[config.mk]
export PLATFORM = sky130hd
export DESIGN_NAME = cache_arbiter
export DESIGN_NICKNAME = d
export VERILOG_FILES = /design/src/rtl/cache_arb_pkg.sv /design/src/rtl/cache_arb_pick.sv /design/src/rtl/cache_arbiter.sv
export SDC_FILE = /design/constraint.sdc
export NUM_CORES = 1
export LEC_CHECK = 0
export BUFFER_PORTS_ARGS = -buffer_cell sky130_fd_sc_hd__buf_2
export CAP_MARGIN = 20
export CORE_MARGIN = 1
export CORE_UTILIZATION = 53
export CTS_CLUSTER_SIZE = 16
export DETAILED_ROUTE_END_ITERATION = 12
export PLACE_DENSITY = 0.86
export SYNTH_ARGS = -nofsm -noshare
export SYNTH_HDL_FRONTEND = slang
export SYNTH_HIERARCHICAL = 1
export SYNTH_SLANG_ARGS = --single-unit
[constraint.sdc]
create_clock -name Clock_Puls -period 3.3 [get_ports Clock_Puls]
set_input_delay 0.33 -clock Clock_Puls [delete_from_list [all_inputs] [get_ports Clock_Puls]]
set_output_delay 0.33 -clock Clock_Puls [all_outputs]
set_load 0.1 [all_outputs]
[src/rtl/cache_arb_pkg.sv]
// Shared types and defaults for the cache arbiter: FSM states, port IDs and bus widths.
package cache_arb_pkg;

  localparam int AW_DEF = 10;
  localparam int DW_DEF = 16;

  localparam logic PORT_I = 1'b0;
  localparam logic PORT_D = 1'b1;

  typedef enum logic [1:0] {
    ARB   = 2'd0,
    ACC   = 2'd1,
    FLUSH = 2'd2
  } state_t;

endpackage

[src/rtl/cache_arb_pick.sv]
// Combinational winner select between the eligible fetch and data requests.
// CACHE_ARB_RR_EN: ties go to the port not granted last; otherwise the data port always wins ties.
module cache_arb_pick
  import cache_arb_pkg::*;
(
  input  logic elig_i,
  input  logic elig_d,
  input  logic last_grant,
  output logic grant_vld,
  output logic grant_port
);

`ifndef CACHE_ARB_RR_EN
  logic unused_last_grant;
  assign unused_last_grant = last_grant;
`endif

  always_comb begin
    grant_vld  = elig_i | elig_d;
    grant_port = elig_d ? PORT_D : PORT_I;
`ifdef CACHE_ARB_RR_EN
    if (elig_i && elig_d) begin
      grant_port = ~last_grant;
    end
`endif
  end

endmodule

[src/rtl/cache_arbiter.sv]
// Shares the single-port cache between fetch and data ports (Req->Ack 2 cycles, one access per 2 cycles) and sweeps zeros on Flush.
// Tie-break policy is chosen in cache_arb_pick by CACHE_ARB_RR_EN; Flush always preempts both ports. Assumes AW < 16.
module cache_arbiter
  import cache_arb_pkg::*;
#(
  parameter int AW = AW_DEF,
  parameter int DW = DW_DEF
) (
  input  logic          Clock_Puls,
  input  logic          Reset,
  input  logic          I_Req,
  input  logic [15:0]   I_Adr,
  output logic          I_Ack,
  output logic [DW-1:0] I_D_o,
  input  logic          D_Req,
  input  logic          D_Wr,
  input  logic [15:0]   D_Adr,
  input  logic [DW-1:0] D_D_i,
  output logic          D_Ack,
  output logic [DW-1:0] D_D_o,
  input  logic          Flush,
  output logic          Busy,
  output logic [15:0]   C_Adr,
  output logic          C_Wr,
  output logic          C_Rd,
  output logic [DW-1:0] C_D_i,
  input  logic [DW-1:0] C_D_o
);

  state_t          state_q, state_d;
  logic            pend_q, pend_d;
  logic [AW-1:0]   cnt_q, cnt_d;
  logic            last_q, last_d;
  logic            port_q, port_d;
  logic [AW-1:0]   adr_q, adr_d;
  logic            wr_q, wr_d;
  logic [DW-1:0]   wdat_q, wdat_d;
  logic            i_ack_q, i_ack_d;
  logic            d_ack_q, d_ack_d;
  logic [DW-1:0]   i_dat_q, i_dat_d;
  logic [DW-1:0]   d_dat_q, d_dat_d;

  logic            grant_vld, grant_port;
  logic            flush_req;
  logic            unused_adr_hi;

  assign unused_adr_hi = ^{I_Adr[15:AW], D_Adr[15:AW]};
  assign flush_req     = pend_q | Flush;

  // A port is ignored in its own Ack cycle so a held Req is not re-granted back to back.
  cache_arb_pick u_pick (
    .elig_i     (I_Req & ~i_ack_q),
    .elig_d     (D_Req & ~d_ack_q),
    .last_grant (last_q),
    .grant_vld  (grant_vld),
    .grant_port (grant_port)
  );

  always_ff @(posedge Clock_Puls or posedge Reset) begin
    if (Reset) begin
      state_q <= ARB;
      pend_q  <= 1'b0;
      cnt_q   <= '0;
      last_q  <= PORT_I;
      port_q  <= PORT_I;
      adr_q   <= '0;
      wr_q    <= 1'b0;
      wdat_q  <= '0;
      i_ack_q <= 1'b0;
      d_ack_q <= 1'b0;
      i_dat_q <= '0;
      d_dat_q <= '0;
    end else begin
      state_q <= state_d;
      pend_q  <= pend_d;
      cnt_q   <= cnt_d;
      last_q  <= last_d;
      port_q  <= port_d;
      adr_q   <= adr_d;
      wr_q    <= wr_d;
      wdat_q  <= wdat_d;
      i_ack_q <= i_ack_d;
      d_ack_q <= d_ack_d;
      i_dat_q <= i_dat_d;
      d_dat_q <= d_dat_d;
    end
  end

  always_comb begin
    state_d = state_q;
    case (state_q)
      ARB: begin
        if (flush_req)      state_d = FLUSH;
        else if (grant_vld) state_d = ACC;
      end
      ACC:     state_d = ARB;
      FLUSH:   if (&cnt_q) state_d = ARB;
      default: state_d = ARB;
    endcase
  end

  always_comb begin
    pend_d  = flush_req;
    cnt_d   = cnt_q;
    last_d  = last_q;
    port_d  = port_q;
    adr_d   = adr_q;
    wr_d    = wr_q;
    wdat_d  = wdat_q;
    i_ack_d = 1'b0;
    d_ack_d = 1'b0;
    i_dat_d = i_dat_q;
    d_dat_d = d_dat_q;
    case (state_q)
      ARB: begin
        if (!flush_req && grant_vld) begin
          port_d = grant_port;
          last_d = grant_port;
          adr_d  = (grant_port == PORT_D) ? D_Adr[AW-1:0] : I_Adr[AW-1:0];
          wr_d   = (grant_port == PORT_D) & D_Wr;
          wdat_d = D_D_i;
        end
      end
      ACC: begin
        if (port_q == PORT_D) begin
          d_ack_d = 1'b1;
          if (!wr_q) d_dat_d = C_D_o;
        end else begin
          i_ack_d = 1'b1;
          i_dat_d = C_D_o;
        end
      end
      FLUSH: begin
        // Pulses arriving mid-sweep are absorbed: pending drops when the last entry is written.
        cnt_d = cnt_q + AW'(1);
        if (&cnt_q) begin
          pend_d = 1'b0;
          cnt_d  = '0;
        end
      end
      default: ;
    endcase
  end

  always_comb begin
    C_Adr = '0;
    C_Wr  = 1'b0;
    C_Rd  = 1'b0;
    C_D_i = '0;
    case (state_q)
      ACC: begin
        C_Adr = 16'(adr_q);
        C_Wr  = wr_q;
        C_Rd  = ~wr_q;
        C_D_i = wr_q ? wdat_q : '0;
      end
      FLUSH: begin
        C_Adr = 16'(cnt_q);
        C_Wr  = 1'b1;
      end
      default: ;
    endcase
    Busy  = pend_q | (state_q == FLUSH);
    I_Ack = i_ack_q;
    D_Ack = d_ack_q;
    I_D_o = i_dat_q;
    D_D_o = d_dat_q;
  end

endmodule

==> qor.csv, run 1 <==
stage,metric,value,unit
clocking,post-cts-setup-buffers,0,
sta,finClkSkew,0.00735,ns
placed_design,dp_cells,476,
setup_path,critPathRequiredTime,2.97,ns
status,run_status,"finished, violations left",
synthesis,synth.area.top_cells,"dfrtp_1 (52%), mux2_2 (10%), mux2_4 (7.1%)",
global_routing,grt_max_degree,52,
sta,setup_violations,0,
route,routed-via-count,2702,
setup_path,worstPathMaxFanout,30,
sta,setup_tns,0,ns
status,violations,DRC,
clocking,clk_pin_slew,0.08,ns
route,wire_per_inst,16.5,um
clocking,hold_buffers,0,
sta,finalCriticalPeriod,2.81,ns
synthesis,yosys.area.top_type,dfrtp_1,
sta,period_share,0.853,
floorplan,dieArea,0.00714,mm^2
global_routing,antenna_found_initial,1,
sta,hold_viol_final,0,
clocking,cts_max_path_buffers,2,
clocking,cts_root_buf,clkbuf_8,
route,drc,13,
finish,drive_gt1_frac,0.480,
placed_design,port_buffers,120,
synthesis,yosysMostFrequentCell,dfrtp_1,
global_routing,overflow,0,
floorplan,pin_count,139,
synthesis,synth-async-reset-ratio,1.00,
sta,worst_pin_slew,1.08,ns
hold_path,hold_class,primary input to flop,
sta,maxSlewViolCount,0,
route,drt-initial-drc-count,155,
setup_path,startpoint_type,flop,
floorplan,die_w,84.5,um
global_routing,grt_pass1_vias,2812,
synthesis,ys_seq_area_frac,0.520,
placed_design,dp_hpwl,5590,um
clocking,cts_tree,built,
clocking,clock_latency,0.35,ns
global_routing,gr-usage-all-layers,0.241,
clocking,cts_max_level,3,
setup_path,arrival,2.48,ns
pwr,irDropWorstVdd,0.365,mV
pwr,power_per_cell_area,490,mW/mm^2
flow_run,cap_viol_max_count,0,
sta,max_freq,355,MHz
finish,final_util,0.695,
global_routing,grt_pass1_wl,13300,um
finish,n_antenna_cell,0,
route,finalWirelength,8140,um
synthesis,synth_top_area_frac,0.520,
floorplan,rows,29,
floorplan,core-area,0.00646,mm^2
synthesis,synth_cells,296,
finish,synthToLayoutAreaGrowth,24.3,%
pwr,leakage,2.32,nW
synthesis,netlist_top_cells_count,"dfrtp_1 (75), mux2_2 (33), mux2_4 (17)",
route,drt_pass1_iterations,8,
synthesis,syn_area,0.00361,mm^2
synthesis,synth_edf_count,0,
synthesis,ys_ff_latch,75,
clocking,cts_resized,0,
finish,fin_nets,486,
route,ant_nets,0,
floorplan,fp.dieH,84.5,um
placed_design,place.gp.congestion,0.843,
finish,final_cells,494,
sta,slew_headroom,0.280,
synthesis,yosys.cell_types.count,47,
synthesis,dominantRegCellSynth,dfrtp_1,
synthesis,ys_warn_count,6,
setup_path,worstSetupPathType,flop to output pin,
floorplan,initial_core_util,0.559,
sta,rsz0062_at_grt,false,
route,viasPerCell,5.47,
setup_path,cp-end-kind,output pin,
clocking,cts_num_sinks,75,
clocking,cts_made_buffers,9,
synthesis,post_synth.cell_area_avg,12.2,um^2
-- metal layers --
metal / wire [um] / up-vias / global-route usage
li1: - / 1269 / -
met1: 3300 / 1323 / 0.281
met2: 4050 / 93 / 0.403
met3: 601 / 15 / 0.0787
met4: 167 / 2 / 0.117
met5: 17 / - / 0
-- area by class of cell --
cell class / count / area [um^2]
Timing Repair Buffer: 126 / 661
Fill cell: 503 / 1970
Clock buffer: 10 / 138
Multi-Input combinational cell: 193 / 1550
Clock inverter: 6 / 136
Tap cell: 77 / 96.3
Sequential cell: 75 / 1880
Inverter: 7 / 26.3
-- state kept, by name, summed over array words and instances (netlist names) --
signal   count
D_D_o       16
I_D_o       16
wdat_q      16
adr_q       10
cnt_q       10
state_q      2
D_Ack        1
I_Ack        1
pend_q       1
port_q       1
wr_q         1
-- critical path, cell delays in order (launching register included) --
cell,delay (ns)
dfrtp_1,0.42
inv_1,0.09
ha_1,0.76
nand2_1,0.22
a21boi_1,0.19
buf_2,0.44
-- per-stage QoR --
step                      power, W  hold WS, ns  cell area, um^2  worst slack [ns]
after detailed placement   0.00126        0.488             4180             0.713
after CTS                  0.00221        0.190             4460             0.462
final                      0.00220        0.201             4490             0.485
after global placement     0.00125        0.483             4180             0.751
after floorplan            0.00119        0.461             3630             0.426
after global routing       0.00226        0.191             4490             0.335
-- logic make-up (layout without fill, tap and decap cells) --
kind of cell,after synthesis,in the layout,share of synthesized area
DFF,75,75,0.520
buffers and inverters,33,149,0.0548
AOI/OAI and AO/OA,38,38,0.0683
adders and majority gates,4,4,0.0139
muxes,60,60,0.201
other,1,6,0.00104
and+or+nand+nor,81,81,0.131
xor gates and xnor gates,4,4,0.00971
-- power breakdown --
group          switching [W]  internal (W)
combinational       0.000232     0.0000642
clock               0.000354      0.000601
sequential         0.0000104      0.000938
total               0.000596       0.00160
-- path summary, 6_finish.rpt --
kind                                        startpoint                endpoint  slack, ns  cells past startpoint
worst max-delay path            state_q[1]$_DFFE_PP0P_                C_Adr[4]       0.49                      5
worst min-delay path                          D_D_i[5]   wdat_q[5]$_DFFE_PP0P_       0.20                      2
worst max register to register  state_q[1]$_DFFE_PP0P_    I_D_o[3]$_DFFE_PP0P_       0.70                      4
worst min register to register   I_D_o[14]$_DFFE_PP0P_   I_D_o[14]$_DFFE_PP0P_       0.50                      1
max in group asynchronous                        Reset  wdat_q[13]$_DFFE_PP0P_       2.09                      5
min in group asynchronous                        Reset    adr_q[9]$_DFFE_PP0P_       0.46                      3
-- placed cells by master, fill, tap and decap left out, types with 10 or more instances in the layout --
| master | synthesis | routed |
|---|---|---|
| mux2_4 | 17 | 17 |
| and3_1 | 16 | 16 |
| nor2b_1 | 14 | 14 |
| buf_2 | 7 | 120 |
| mux2_2 | 33 | 33 |
| dfrtp_1 | 75 | 75 |
| clkbuf_8 | 0 | 10 |
| nor2_1 | 11 | 11 |
| a21oi_1 | 13 | 13 |
| mux2i_1 | 10 | 10 |
No activity file was read; power rests on OpenSTA's default activity.
==> inputs of run 2 (changes only) <==
CORE_UTILIZATION = 49   (was 53)
PLACE_DENSITY = 0.8   (was 0.86)
clock period = 2.7 ns   (was 3.3 ns; I/O delays follow)
==> run 2 against run 1 <==
The run now ends clean. Combinational power grew 21%. Non-clock buffer count grew 2. Worst setup slack lost 0.28 ns. Flip-flop and latch count is the same. Critical path depth grew 1. Die area grew 8.0%. Register-to-register slack lost 0.17 ns. Via count shrank 0.52%. Critical endpoint is now C_Adr[3].
==> qor.csv, run 2 (synthesized netlist as in run 1, its figures left out) <==
stage,metric,value,unit,change
clocking,clock_latency,0.34,ns,about the same
setup_path,critPathRequiredTime,2.43,ns,-0.54 ns
sta,setup_ws,0.209,ns,-0.276 ns
finish,final_common_cell,buf_2,,
hold_path,hold_class,primary input to async pin,,
global_routing,overflow,0,,unchanged
sta,finalCriticalPeriod,2.49,ns,
flow_run,cap_viol_max_count,0,,unchanged
floorplan,die_w,87.8,um,+3.9%
route,drt_pass1_iterations,4,,-4
floorplan,core-area,0.00694,mm^2,+7.5%
pwr,leakage,2.32,nW,about the same
sta,setup_violations,0,,unchanged
setup_path,worstSetupPathType,flop to output pin,,
clocking,hold_buffers,0,,unchanged
sta,worst_pin_slew,1.06,ns,-0.0159 ns
clocking,cts_num_sinks,75,,unchanged
route,finalWirelength,8080,um,-0.64%
route,ant_nets,0,,unchanged
placed_design,dp_hpwl,5830,um,+4.3%
clocking,cts_tree,built,,
setup_path,worstPathMaxFanout,12,,-60%
floorplan,pin_count,139,,unchanged
clocking,cts_max_path_buffers,2,,unchanged
route,drt-initial-drc-count,171,,+10%
global_routing,gr-usage-all-layers,0.219,,-0.0223
setup_path,arrival,2.22,ns,-0.26 ns
setup_path,startpoint_type,flop,,
finish,regArea,0.00188,mm^2,unchanged
floorplan,initial_core_util,0.520,,-0.0391
clocking,post-cts-setup-buffers,0,,unchanged
placed_design,post-place-ws,0.535,ns,-0.179 ns
setup_path,cp-end-kind,output pin,,
route,routed-via-count,2688,,-0.52%
sta,setup_tns,0,ns,unchanged
route,wire_per_inst,15.7,um,-4.5%
finish,fillers,533,,+6.0%
floorplan,rows,30,,+3.4%
clocking,cts_root_buf,clkbuf_8,,
global_routing,grt_pass1_vias,2663,,-5.3%
sta,rsz0062_at_grt,false,,
pwr,irDropWorstVdd,0.472,mV,+29%
sta,hold_viol_final,0,,unchanged
sta,finClkSkew,0.0130,ns,+0.00564 ns
finish,fin_nets,488,,+0.41%
placed_design,port_buffers,120,,unchanged
placed_design,place.gp.congestion,0.791,,-6.2%
floorplan,fp.dieH,87.8,um,+3.9%
global_routing,grt_max_degree,40,,-23%
clocking,clk_pin_slew,0.08,ns,about the same
status,run_status,"finished, final reports clean",,
global_routing,antenna_found_initial,0,,-1
floorplan,dieArea,0.00771,mm^2,+8.0%
sta,slew_headroom,0.291,,+0.0106
route,drc,0,,-13
clocking,cts_resized,0,,unchanged
finish,multi_input_area,0.00156,mm^2,+0.56%
sta,period_share,0.923,,
finish,layout_common_cells,"buf_2 (120), dfrtp_1 (75), mux2_2 (33)",,
finish,synthToLayoutAreaGrowth,24.3,%,about the same
clocking,cts_made_buffers,9,,unchanged
global_routing,grt_pass1_wl,12800,um,-4.0%
sta,max_freq,401,MHz,
sta,maxSlewViolCount,0,,unchanged
route,viasPerCell,5.23,,-4.4%
finish,n_antenna_cell,0,,unchanged
finish,drive_gt1_frac,0.488,,+0.00842
clocking,cts_max_level,3,,unchanged
pwr,power_per_cell_area,569,mW/mm^2,+16%
run 2: cell count changes in the layout (fill, tap and decap cells not counted):
cell and delta:
buf_4 +4, a21boi_1 -1, buf_12 -1, a21boi_2 +1, dlygate4sd3_1 -1, bufinv_16 -1
nor2b_1 -2, nor2b_2 +2, clkbuf_1 +1, clkinvlp_4 -1
run 2: path summary, 6_finish.rpt:
path,start,endpoint,slack (ns),cells after the start
setup / recovery,state_q[1]$_DFFE_PP0P_,C_Adr[3],0.21,6
setup reg to reg,state_q[1]$_DFFE_PP0P_,wdat_q[5]$_DFFE_PP0P_,0.53,4
min in group Clock_Puls,D_D_i[7],wdat_q[7]$_DFFE_PP0P_,0.15,2
max in group asynchronous,Reset,cnt_q[2]$_DFFE_PP0P_,1.86,3
hold reg to reg,I_D_o[7]$_DFFE_PP0P_,I_D_o[7]$_DFFE_PP0P_,0.50,1
hold / removal,Reset,wdat_q[14]$_DFFE_PP0P_,0.02,2
run 2: per-layer routing:
layer | GRT usage | vias up | wire length, um
met4 | 0.0879 | 0 | 74
met2 | 0.346 | 98 | 3880
met1 | 0.282 | 1309 | 3520
met5 | 0 | - | 0
li1 | - | 1275 | -
met3 | 0.0669 | 6 | 610
run 2: final cells by class:
class | count | share of cell area
sequential | 75 | 0.418
timing repair buffer | 128 | 0.147
multi-input combinational | 193 | 0.348
inverter | 7 | 0.00586
tap | 96 | 0.0268
clock inverter | 4 | 0.0220
clock buffer | 11 | 0.0315
run 2: stage by stage:
step | hold WS [ns] | total power [W] | util | instances | cell area (um^2)
2_1_floorplan | 0.401 | 0.00146 | - | 301 | 3640
3_3_place_gp | 0.399 | 0.00153 | 0.611 | 499 | 4250
3_5_place_dp | 0.410 | 0.00154 | 0.611 | 499 | 4250
4_1_cts | 0.0354 | 0.00257 | 0.646 | 514 | 4490
5_1_grt | 0.0927 | 0.00262 | 0.646 | 514 | 4490
6_report | 0.0237 | 0.00255 | 0.646 | 514 | 4490
run 2: power breakdown:
part | switching, W | internal, W
Combinational | 0.000283 | 0.0000745
Sequential | 0.0000118 | 0.00115
Clock | 0.000399 | 0.000637
Total | 0.000695 | 0.00186
run 2: worst max-delay path: stages (launching register included):
cell     delay [ns]
dfrtp_1        0.43
inv_1          0.10
ha_1           0.46
buf_4          0.24
a22oi_1        0.08
nor2b_1        0.14
buf_2          0.43
==> inputs of run 3 (changes only) <==
ABC_AREA = 1   (was not set)
==> run 3 against run 2 <==
Sequential power grew 22%. Highest routed layer unchanged. Power grew 49%. Count of clock-buffer cells in the layout shrank 1. Via count grew 12%.
==> qor.csv, run 3 <==
stage,metric,value,unit,change
status,run_status,"finished, final reports clean",,
floorplan,rows,30,,unchanged
synthesis,synth-compound-area-share,0.126,,+0.0572
global_routing,antenna_found_initial,0,,unchanged
route,routed-via-count,3011,,+12%
clocking,cts_tree,built,,
sta,setup_violations,0,,unchanged
sta,maxSlewViolCount,0,,unchanged
synthesis,synth_top_area_frac,0.532,,+0.0118
setup_path,path_cells,inv_1 > ha_1 > nand2_1 > a21oi_1 > buf_2,,
route,drt-met1-wl,3220,um,-8.7%
sta,hold_viol_final,0,,unchanged
sta,slew_headroom,0.407,,+0.116
finish,final_util,0.638,,-0.00770
synthesis,dominantRegCellSynth,dfrtp_1,,
placed_design,place.gp.congestion,0.849,,+7.3%
synthesis,yosys.area.top_type,dfrtp_1,,
setup_path,critical_path_depth,5,,-1
synthesis,synth_top_family_by_area,simple AND/OR/NAND/NOR gates,,
finish,n_antenna_cell,0,,unchanged
synthesis,synth_edf_count,0,,unchanged
setup_path,cp_num_buf_inv,2,,-1
synthesis,synth-xor-area-share,0.0149,,+0.00518
finish,final_cells,638,,+24%
sta,max_freq,404,MHz,+0.56%
finish,synthToLayoutAreaGrowth,24.3,%,about the same
setup_path,r2r_setup_slack,0.77,ns,+0.24 ns
clocking,cts_max_path_buffers,2,,unchanged
setup_path,cp-endpoint,C_Adr[1],,
sta,setup_tns,0,ns,unchanged
setup_path,worstSetupPathType,flop to output pin,,
setup_path,r2r-start,state_q[1]$_DFFE_PP0P_,,
global_routing,gr-usage-all-layers,0.219,,about the same
hold_path,hold_class,primary input to async pin,,
synthesis,post_synth.cell_area_avg,8.36,um^2,-31%
clocking,cts_root_buf,clkbuf_8,,
synthesis,synth-adder-area-share,0.0142,,+0.000315
floorplan,pin_count,139,,unchanged
route,viasPerCell,4.72,,-9.8%
route,drc,0,,unchanged
pwr,power_per_cell_area,868,mW/mm^2,+53%
global_routing,overflow,0,,unchanged
clocking,cts_max_level,3,,unchanged
clocking,cts_num_sinks,75,,unchanged
placed_design,placed_area,0.00414,mm^2,-2.4%
setup_path,path_delay_family,buffers and inverters,,
setup_path,cp-end-kind,output pin,,
finish,final_cell_area,0.00438,mm^2,-2.3%
route,drt_pass1_iterations,6,,+2
placed_design,dp_hpwl,5570,um,-4.3%
synthesis,synthMuxAreaShare,0.00284,,-0.199
finish,multi_input_area,0.00126,mm^2,-20%
setup_path,critPathRequiredTime,2.43,ns,about the same
clocking,post-cts-setup-buffers,0,,unchanged
clocking,hold_buffers,0,,unchanged
route,wire_per_inst,12.1,um,-23%
floorplan,die_w,86.9,um,-1.1%
finish,fillers,597,,+12%
synthesis,synth.area.top_cells,"dfrtp_1 (53%), nand2_1 (12%), inv_1 (6.7%)",,
route,met3WireLength,544,um,-11%
synthesis,synthSimpleGateAreaFrac,0.192,,+0.0615
floorplan,core-area,0.00687,mm^2,-1.1%
floorplan,fp.dieH,86.9,um,-1.1%
setup_path,cp_slowest_stage_delay,0.51,ns,+0.05 ns
sta,finClkSkew,0.0106,ns,-0.00241 ns
sta,rsz0062_at_grt,false,,
synthesis,ys_warn_count,6,,unchanged
setup_path,cp_slowest_cell,ha_1,,
pwr,irDropWorstVdd,0.611,mV,+30%
synthesis,syn_area,0.00353,mm^2,-2.2%
pwr,leakage,2.40,nW,+3.4%
setup_path,startpoint_type,flop,,
route,ant_nets,0,,unchanged
clocking,clk_pin_slew,0.08,ns,about the same
floorplan,initial_core_util,0.514,,-0.00598
clocking,cts_resized,0,,unchanged
synthesis,yosys.cell_types.count,27,,-43%
finish,final_common_cell,buf_2,,
synthesis,synth-async-reset-ratio,1.00,,unchanged
clocking,cts_made_buffers,9,,unchanged
route,finalWirelength,7700,um,-4.8%
floorplan,dieArea,0.00754,mm^2,-2.2%
synthesis,ys_ff_latch,75,,unchanged
synthesis,ys_seq_area_frac,0.532,,+0.0118
setup_path,worstPathMaxFanout,17,,+5
setup_path,startpoint,state_q[0]$_DFFE_PP0P_,,
placed_design,port_buffers,120,,unchanged
sta,worst_pin_slew,0.889,ns,-0.175 ns
finish,layout_common_cells,"buf_2 (120), nand2_1 (115), dfrtp_1 (75)",,
route,drt-initial-drc-count,183,,+7.0%
flow_run,cap_viol_max_count,0,,unchanged
setup_path,r2r_cells,6,,+2
route,met2WireLength,3830,um,-1.2%
sta,period_share,0.917,,-0.00517
setup_path,r2r_end,I_D_o[6]$_DFFE_PP0P_,,
global_routing,grt_max_degree,44,,+10%
finish,fin_nets,611,,+25%
global_routing,grt_pass1_wl,12600,um,-1.4%
pwr,power.total,0.00381,W,+49%
placed_design,dp_cells,622,,+25%
global_routing,grt_pass1_vias,2858,,+7.3%
finish,drive_gt1_frac,0.299,,-0.189
clocking,clock_latency,0.35,ns,about the same
route,routed.top_layer,met4,,
sta,finalCriticalPeriod,2.48,ns,-0.0140 ns
synthesis,netlist_top_cells_count,"nand2_1 (115), dfrtp_1 (75), inv_1 (63)",,
setup_path,arrival,2.21,ns,about the same
synthesis,synth_cells,422,,+43%
synthesis,yosysMostFrequentCell,nand2_1,,
finish,regArea,0.00188,mm^2,unchanged
==> run 3: metrics by stage <==
step	setup slack (ns)	hold slack, ns
after floorplan	0.0156	0.391
after global placement	0.630	0.403
after detailed placement	0.584	0.414
after CTS	0.199	0.0284
after global routing	0.0468	0.0675
final	0.223	0.0240
==> run 3: metal layers <==
layer,GRT usage,vias to the layer above
li1,-,1506
met1,0.255,1390
met2,0.364,101
met3,0.0938,14
met4,0.0712,0
met5,0,-
==> run 3: final cells by class <==
cell class,count,area share
repair buffers,124,0.147
inverters,65,0.0562
well taps,96,0.0274
flip-flops and latches,75,0.428
multi-input cells,262,0.287
clock inverters,6,0.0260
clock buffers,10,0.0291
==> run 3: logic make-up (layout without fill, tap and decap cells) <==
group                      count (synthesis)  count (layout)
AOI/OAI and AO/OA                         81              81
xor gates and xnor gates                   6               6
adders and majority gates                  4               4
buffers and inverters                     90             205
DFF                                       75              75
muxes                                      1               1
other                                      1               6
and+or+nand+nor                          164             164
==> run 3: how the worst min path moves through the flow <==
stage / depth (start not counted) / slack (ns) / end / from
floorplan: 2 / 0.39 / wdat_q[10]$_DFFE_PP0P_ / D_D_i[10]
global placement: 2 / 0.40 / D_D_o[7]$_DFFE_PP0P_ / Reset
finish: 2 / 0.02 / I_D_o[4]$_DFFE_PP0P_ / Reset
CTS: 2 / 0.03 / D_D_o[13]$_DFFE_PP0P_ / Reset
detailed placement: 2 / 0.41 / I_D_o[4]$_DFFE_PP0P_ / Reset
global route: 2 / 0.07 / I_D_o[4]$_DFFE_PP0P_ / Reset
==> run 3: power by group <==
| part | internal, W | total [W] | switching (W) |
|---|---|---|---|
| clock | 0.000616 | 0.00103 | 0.000410 |
| sequential | 0.00130 | 0.00142 | 0.000123 |
| combinational | 0.000257 | 0.00136 | 0.00110 |
| total | 0.00217 | 0.00381 | 0.00164 |
